**config.mk**
```make
export PLATFORM = sky130hd
export DESIGN_NAME = k2_fetch_ctrl
export DESIGN_NICKNAME = d
export VERILOG_FILES = /design/src/rtl/k2_fetch_ctrl.sv
export SDC_FILE = /design/constraint.sdc
export NUM_CORES = 1
export LEC_CHECK = 0
export BUFFER_PORTS_ARGS = -buffer_cell sky130_fd_sc_hd__buf_2
export CAP_MARGIN = 20
export CORE_AREA = 5 5 140 142
export DETAILED_ROUTE_END_ITERATION = 8
export DIE_AREA = 0 0 145 147
export PLACE_DENSITY = 0.59
export SYNTH_ARGS = -nofsm -noshare
export SYNTH_HDL_FRONTEND = slang
export SYNTH_SLANG_ARGS = --single-unit
```
**constraint.sdc**
```tcl
create_clock -name clk -period 4.4 [get_ports clk]
set_input_delay 0 -clock clk [delete_from_list [all_inputs] [get_ports clk]]
set_output_delay 0 -clock clk [all_outputs]
set_load 0.01 [all_outputs]
```
**src/rtl/k2_fetch_ctrl.sv**
```systemverilog
// k2_fetch_ctrl: instruction-fetch and execution controller for the K2 core.
// Holds the program memory and serves instruction_data combinationally for the
// core's ProgramAddress. Generates the PC_en advance strobe in three modes:
// free-run (prescaled), single-step (button) or halt.
// The optional breakpoint feature is enabled by defining K2_BREAKPOINT_EN,
// which adds the bp_en / bp_addr ports.
module k2_fetch_ctrl #(
  parameter int ADDR_BITS  = 4,
  parameter int INSTR_BITS = 8,
  parameter int DIV_WIDTH  = 24,
  parameter int DIV_MAX    = 12_499_999
) (
  input  logic                  clk,
  input  logic                  rst_n,   // active-high asynchronous reset
  input  logic                  run_mode,
  input  logic                  step_btn,
  input  logic                  start,
  input  logic                  stop,
  input  logic                  prog_we,
  input  logic [ADDR_BITS-1:0]  prog_addr,
  input  logic [INSTR_BITS-1:0] prog_data,
  input  logic [ADDR_BITS-1:0]  ProgramAddress,
`ifdef K2_BREAKPOINT_EN
  input  logic                  bp_en,
  input  logic [ADDR_BITS-1:0]  bp_addr,
`endif
  output logic [INSTR_BITS-1:0] instruction_data,
  output logic                  PC_en,
  output logic                  halted,
  output logic [1:0]            state
);

  localparam int DEPTH = 1 << ADDR_BITS;
  localparam logic [DIV_WIDTH-1:0] DIV_MAX_V = DIV_WIDTH'(DIV_MAX);

  typedef enum logic [1:0] {
    S_LOAD = 2'b00,
    S_RUN  = 2'b01,
    S_HALT = 2'b10
  } state_t;

  state_t                         r_state;
  state_t                         w_state_next;
  logic [DIV_WIDTH-1:0]           r_presc;
  logic                           r_run_mode;
  logic                           w_mode_change;
  logic                           r_pc_en_d;
  logic                           r_sync1;
  logic                           r_sync2;
  logic                           r_sync3;
  logic                           r_step_pulse;
  logic                           w_selfjmp;
  logic                           w_pc_raw;
  logic                           w_pc_en;
  logic                           w_mem_we;
  logic [DEPTH-1:0][INSTR_BITS-1:0] w_mem;
`ifdef K2_BREAKPOINT_EN
  logic                           w_bp_hit;
  logic                           r_bp_halt;
  logic                           r_skip;
`endif

  // Program memory: one register per word so the whole array clears on reset.
  // Writes are only accepted while the core is stopped in LOAD.
  assign w_mem_we = prog_we && (r_state == S_LOAD);

  genvar gi;
  generate
    for (gi = 0; gi < DEPTH; gi++) begin : g_mem
      logic [INSTR_BITS-1:0] r_word;
      // Store one program word.
      always_ff @(posedge clk or posedge rst_n) begin
        if (rst_n) begin
          r_word <= '0;
        end else if (w_mem_we && (prog_addr == ADDR_BITS'(gi))) begin
          r_word <= prog_data;
        end
      end
      assign w_mem[gi] = r_word;
    end
  endgenerate

  assign instruction_data = w_mem[ProgramAddress];

  // A jump whose target equals its own address parks the core: opcode 10_00,
  // target in the low three bits, only reachable from the lower half.
  assign w_selfjmp = instruction_data[7] && !instruction_data[6] &&
                     (instruction_data[5:4] == 2'b00) && !ProgramAddress[3] &&
                     (instruction_data[2:0] == ProgramAddress[2:0]);

  // Mode input is registered, so a toggle acts one cycle later; the change
  // cycle itself restarts the prescaler.
  assign w_mode_change = (run_mode != r_run_mode);

  // Step button: two-flop synchronizer, edge detect, registered pulse
  // (3 cycles from button edge to PC_en).
  always_ff @(posedge clk or posedge rst_n) begin
    if (rst_n) begin
      r_sync1      <= 1'b0;
      r_sync2      <= 1'b0;
      r_sync3      <= 1'b0;
      r_step_pulse <= 1'b0;
    end else begin
      r_sync1      <= step_btn;
      r_sync2      <= r_sync1;
      r_sync3      <= r_sync2;
      r_step_pulse <= r_sync2 && !r_sync3;
    end
  end

  // FSM state register.
  always_ff @(posedge clk or posedge rst_n) begin
    if (rst_n) begin
      r_state <= S_LOAD;
    end else begin
      r_state <= w_state_next;
    end
  end

  // Next-state and PC_en decode; stop has priority, then self-jump, then advance.
  always_comb begin
    w_state_next = r_state;
    w_pc_raw     = 1'b0;
    w_pc_en      = 1'b0;
`ifdef K2_BREAKPOINT_EN
    w_bp_hit     = 1'b0;
`endif
    case (r_state)
      S_LOAD: begin
        if (start && !stop) begin
          w_state_next = S_RUN;
        end
      end
      S_RUN: begin
        if (stop) begin
          w_state_next = S_LOAD;
        end else if (w_selfjmp) begin
          w_state_next = S_HALT;
        end else begin
          // r_pc_en_d guard keeps the strobe single-cycle even across a mode switch
          w_pc_raw = (r_run_mode ? (r_presc == DIV_MAX_V) : r_step_pulse) && !r_pc_en_d;
`ifdef K2_BREAKPOINT_EN
          w_bp_hit = w_pc_raw && bp_en && (ProgramAddress == bp_addr) && !r_skip;
          if (w_bp_hit) begin
            w_state_next = S_HALT;
          end
          w_pc_en = w_pc_raw && !w_bp_hit;
`else
          w_pc_en = w_pc_raw;
`endif
        end
      end
      S_HALT: begin
        if (stop) begin
          w_state_next = S_LOAD;
        end else if (start) begin
          w_state_next = S_RUN;
        end
      end
      default: begin
        w_state_next = S_LOAD;
      end
    endcase
  end

  // Prescaler counts only while staying in free-run RUN; any entry, exit or
  // mode change restarts it from zero.
  always_ff @(posedge clk or posedge rst_n) begin
    if (rst_n) begin
      r_presc    <= '0;
      r_run_mode <= 1'b0;
      r_pc_en_d  <= 1'b0;
    end else begin
      r_run_mode <= run_mode;
      r_pc_en_d  <= w_pc_en;
      if ((r_state == S_RUN) && (w_state_next == S_RUN) && r_run_mode && !w_mode_change) begin
        r_presc <= (r_presc == DIV_MAX_V) ? '0 : r_presc + 1'b1;
      end else begin
        r_presc <= '0;
      end
    end
  end

`ifdef K2_BREAKPOINT_EN
  // Remember a breakpoint halt; resuming from it lets the first advance through.
  always_ff @(posedge clk or posedge rst_n) begin
    if (rst_n) begin
      r_bp_halt <= 1'b0;
      r_skip    <= 1'b0;
    end else begin
      r_bp_halt <= ((r_state == S_HALT) && (w_state_next == S_HALT)) ? r_bp_halt : w_bp_hit;
      if (stop) begin
        r_skip <= 1'b0;
      end else if ((r_state == S_HALT) && start && r_bp_halt) begin
        r_skip <= 1'b1;
      end else if (w_pc_en) begin
        r_skip <= 1'b0;
      end
    end
  end
`endif

  assign PC_en  = w_pc_en;
  assign halted = (r_state == S_HALT);
  assign state  = r_state;

endmodule

```
# Yosys cells after proc, flatten, opt, wreduce, memory -nomap -nowiden
# Index checks and enable logic that the tools add are counted.
op_classes:
  n_mux: 14
  shifts: 0
  n_mul: 0
  magnitude_cmp: 1
  bitwise_logic: 0
  div: 0
  addsub: 1
  n_eq_ne: 21
  n_reduce_logical: 36
op_table:
  columns: ["cell", "n"]
  rows:
  - ["24-bit two-way mux", 2]
  - ["8-bit binary-select mux with 4-bit select", 1]
  - ["4-bit == test, second input constant", 8]
  - ["1-bit logical AND", 27]
  - ["24-bit by 1-bit adder with 24-bit output, second input constant", 1]
  - ["24-bit == test, second input constant", 1]
  - ["4-bit by 3-bit == test with 1-bit output, second input constant", 4]
  - ["2-bit two-way mux", 5]
  - ["4-bit by 2-bit == test with 1-bit output, second input constant", 2]
  - ["8-bit two-way mux", 1]
  - ["1-bit zero test", 6]
  - ["2-bit case mux with 3 select lines", 1]
  - ["4-bit by 5-bit less-than comparator with 1-bit output, second input constant", 1]
  - ["2-bit by 1-bit == test with 1-bit output, second input constant", 2]
  - ["4-bit by 1-bit == test with 1-bit output, second input constant", 1]
  - ["2-bit zero test", 2]
  - ["4-bit zero test", 1]
  - ["1-bit two-way mux", 4]
  - ["3-bit == test", 1]
  - ["2-bit == test, second input constant", 1]
  - ["1-bit != test", 1]
totals:
  romBits: 0
  mem_bits_rw: 0
  regBits: 160
  memories: 0
  latchBits: 0
  output_inout_bits: 12

# Longest topological paths before layout
depth:
  ltp_word: 15
  mapped_depth: 10
  mapped_depth_nobuf: 7

# Worst setup path after synthesis
# No wires, ideal clock.
synth_timing:
  path_kind: "register to register"
  from: "reg g_mem[15].r_word[0]"
  to: "reg r_pc_en_d"
  period_less_slack_ns: 2.065
  t_required_ns: 4.223
  setup_time_ns: 0.177
  stages_incl_launch_ff: 6
  arrival_ns: 1.888
  path_buffers: 0
  setup_slack_ns: 2.335
  cell_sequence: "dfrtp_1 mux4_2 a21oi_1 a2bb2oi_1 nor2_4 nor4_1"
synth_between:
  elab_chain_len: 7
synth_lines:
  columns: ["item", "line_no", "text"]
  rows:
  - ["start: declaration", "70", "logic [INSTR_BITS-1:0] r_word;"]
  - ["start signal: assignment", "76", "r_word <= prog_data;"]
  - ["8-bit binary-select mux with 4-bit select", "83", "assign instruction_data = w_mem[ProgramAddress];"]
  - ["8-bit two-way mux (not written as such)", "83", null]
  - ["3-bit == test", "89", "(instruction_data[2:0] == ProgramAddress[2:0]);"]
  - ["1-bit logical AND", "88", "(instruction_data[5:4] == 2'b00) && !ProgramAddress[3] &&"]
  - ["1-bit two-way mux", "137", "end else if (w_selfjmp) begin"]
  - ["1-bit two-way mux", "135", "if (stop) begin"]
  - ["1-bit two-way mux", "128", "case (r_state)"]
  - ["named net PC_en", "28", "output logic PC_en,"]
  - ["end signal: assignment", "175", "r_pc_en_d <= w_pc_en;"]
  - ["end: declaration", "47", "logic r_pc_en_d;"]
# The timed path passes the listed nets, and every way through them passes these cells. The select of a mux whose other input is x is not followed.
# A chain may end at the register's enable or synchronous reset.

# Worst setup path in the final report
layout_timing:
  from: "reg g_mem[9].r_word[1]"
  to: "out PC_en"
layout_between:
  elab_chain_len: 7
layout_lines:
  columns: ["item", "line_no"]
  rows:
  - ["start: declaration", "70"]
  - ["start signal: assignment", "76"]
  - ["8-bit binary-select mux with 4-bit select", "83"]
  - ["8-bit two-way mux (not written as such)", "83"]
  - ["3-bit == test", "89"]
  - ["1-bit logical AND", "88"]
  - ["1-bit two-way mux", "137"]
  - ["1-bit two-way mux", "135"]
  - ["1-bit two-way mux", "128"]
  - ["end: declaration", "28"]
# No other way between the ends. The select of a mux whose other input is x is not followed.

==> run summary <==
Clock-pin slew on the worst setup and hold paths: 60 ps
TritonCTS Sinks: 160
Initial antenna violation count: 0
Total gr overflow: 0
Antenna cells: 0
Pwr/cell area: 510 nW/um^2
Class of the most critical setup path: register to primary output
H-tree depth: 4
Clock root cell: clkbuf_16
Hold_buf cts: 6
Crit path largest cell delay: 520 ps
Synth unique cells: 49
Ratio of final minimum period to clock period: 0.645
Remaining antenna violation count after routing: 0
Peak supply drop: 0.000236 V
Primary FF master, synth: dfrtp_1
Core area: 18300 um^2
Post-route setup slack: 1560 ps
Setup Viol. Count Final: 0
Layer with the highest usage: met2
Met2 usage: 0.276
Routed vias: 4644
First-pass GRT wire length: 28300 um
Worst path required time: 4400 ps
Syn nets: 574
Fin. Hold Viols: 0
RSZ-0062 raised after global routing: false
Skew-Pair Late Insertion Delay: 420 ps
Storage element area: 4000 um^2
Skew final: 6.48 ps
DRC viols: 0
Max transition margin: 0.296
Overall Global Routing Usage: 0.172
Post-CTS Setup Inserts: 0
Worst min-delay path class: input port to register
Synthesized cell area: 7620 um^2
Dpl ws: 1560 ps
Final min period: 2840 ps
Largest net degree at the start of global routing: 123
Vias in the first global route: 4980
Met1 usage: 0.229
Final WL: 17400 um
Drt wl/cell: 20.8 um
Drt pass-1 iters: 4
Avg Synthesized Cell Area: 13.9 um^2
Row cnt: 50
Final setup TNS: 0 ps
Worst Path Arrival: 2840 ps
Num CTS Buffers: 17
Iteration-0 DRC Markers: 305
Startpoint types: register
Number of flops mapped to enable cells by yosys: 0
Hpwl dp: 11400 um
I/O Pins: 35
Status: finished clean
Layout cell share with drive strength beyond 1: 0.401
Die height: 147 um
Slowest CP cell: nor2_4
Lkg Pwr: 3.81 nW
CTS tree: built
Nets: 613
Fraction of registers with async set/reset: 1.00
Final Slew Violations: 0
Max FO, Critical Path: 25
PortBufs: 34
CP endpoint kind: primary output
Footprint of the multi-input gates: 3390 um^2
FF+latch count, synth: 160
Worst slew pin tran: 1050 ps
DR vias/cell: 5.56
Family with the most delay on the worst path: simple AND/OR/NAND/NOR gates
Met3 Usage GRT: 0.0404
Worst path bufs/invs: 1
# resized after CTS: 0
# fillers: 1659
Initial core utilization: 0.416
Routability congestion estimate: 0.753
CTS Buffer Depth: 2
Crit-path cells: mux2_2 -> mux4_2 -> a22oi_1 -> nand3_2 -> nor2_4 -> nor4_1 -> buf_2
Seq/Total Area, Yosys: 0.525
Area Growth Syn to Fin: 13.5%
Max-cap violations: 0
Cell count after synthesis: 550
Die ar.: 21300 um^2
Die Wd: 145 um
Max Freq: 352 MHz
Synth warn: 0
flip-flops by register name, summed over array words and instances (netlist names):
name and count:
r_sync3 1, r_sync1 1, r_step_pulse 1, state 2, r_run_mode 1, r_presc 24, g_mem.r_word 128, r_sync2 1
r_pc_en_d 1
metal layers:
metal  up-vias  part of all wire  wire [um]
met4         0             0.018        306
met2       111              0.49       8500
li1       2090                 -          -
met3        25             0.048        832
met5         -                 0          0
met1      2418              0.45       7740
worst reg2reg max path, cell delays in order (launching register included):
cell and delay [ps]:
dfrtp_1 370, mux4_1 490, nor2b_1 140, a211oi_1 340
a2bb2oi_1 230, a22oi_1 200, dlygate4sd3_1 580, nand2_1 50
layout by cell type, fill, tap and decap left out, types with 3 or more instances in the layout:
cell type,instances
and3_1,5
and4_1,3
nor4_1,4
mux2i_1,9
dfrtp_1,160
xor2_1,17
nand3_1,9
buf_4,6
bufinv_16,4
clkbuf_16,17
nor2b_1,5
clkinvlp_4,3
mux4_2,22
nand4_1,5
nor2_1,19
a21oi_1,3
nor3_2,4
nand2b_1,8
nand2_1,39
or2_2,5
buf_2,34
nor3_1,23
dlygate4sd3_1,6
a31oi_1,4
clkinv_2,4
mux4_1,9
inv_1,6
xnor2_1,5
mux2_2,132
report_power, final:
part,switching (mW),internal [mW]
Combinational,0.336,0.511
Clock,0.576,0.972
Sequential,0.176,1.84
synth_stat cells (3+ instances only):
cell | count | area [um^2]
nor3_2 | 4 | 40.0
and3_1 | 5 | 31.3
buf_6 | 4 | 45.0
or2_2 | 5 | 31.3
nand4_1 | 5 | 31.3
nand3_1 | 9 | 45.0
nor3_1 | 23 | 115
dfrtp_1 | 160 | 4000
and4_1 | 3 | 26.3
nor2b_1 | 5 | 31.3
nor2_1 | 19 | 71.3
a31oi_1 | 4 | 25.0
clkbuf_8 | 5 | 68.8
xor2_1 | 17 | 149
nand2b_1 | 8 | 50.1
mux2_2 | 132 | 1490
nand2_1 | 39 | 146
mux2i_1 | 9 | 90.1
mux4_1 | 9 | 236
clkbuf_1 | 14 | 52.6
nor4_1 | 4 | 25.0
mux4_2 | 22 | 495
inv_1 | 7 | 26.3
xnor2_1 | 5 | 43.8
a21oi_1 | 3 | 15.0
final cells by class:
cell class	count	share of cell area
sequential	160	0.463
multi-input combinational	355	0.392
clock buffer	20	0.0528
timing repair buffer	48	0.0363
tap	234	0.0338
clock inverter	11	0.0188
inverter	7	0.00361
kinds of logic after synthesis:
kind of cell | count (synthesis) | share of synthesized area
muxes | 172 | 0.303
DFF | 160 | 0.525
and+or+nand+nor | 138 | 0.0949
buffers and inverters | 35 | 0.0297
AOI/OAI and AO/OA | 22 | 0.0205
xor gates and xnor gates | 22 | 0.0253
adders and majority gates | 1 | 0.00164
stage by stage:
step / power (mW) / hold slack (ps) / util / std cells / area, um^2
2_1_floorplan: 2.66 / 31.4 / - / 550 / 7620
3_3_place_gp: 2.84 / 114 / 0.433 / 796 / 7940
3_5_place_dp: 2.90 / 111 / 0.434 / 797 / 7950
4_1_cts: 4.46 / 20.4 / 0.471 / 834 / 8630
5_1_grt: 4.64 / 52.8 / 0.472 / 835 / 8650
6_report: 4.42 / 37.4 / 0.472 / 835 / 8650
path summary, 6_finish.rpt:
kind,start,to,slack [ps],depth (start not counted)
max,g_mem[9].r_word[1],PC_en,1560,7
min,prog_data[0],g_mem[13].r_word[0],40,2
max reg2reg,g_mem[2].r_word[4],state[0],1890,7
min reg2reg,r_sync1,r_sync2,360,0
max in group asynchronous,rst_n,g_mem[1].r_word[6],3400,4
min in group asynchronous,rst_n,g_mem[5].r_word[0],130,3
Power figures use the tool's default switching activity.
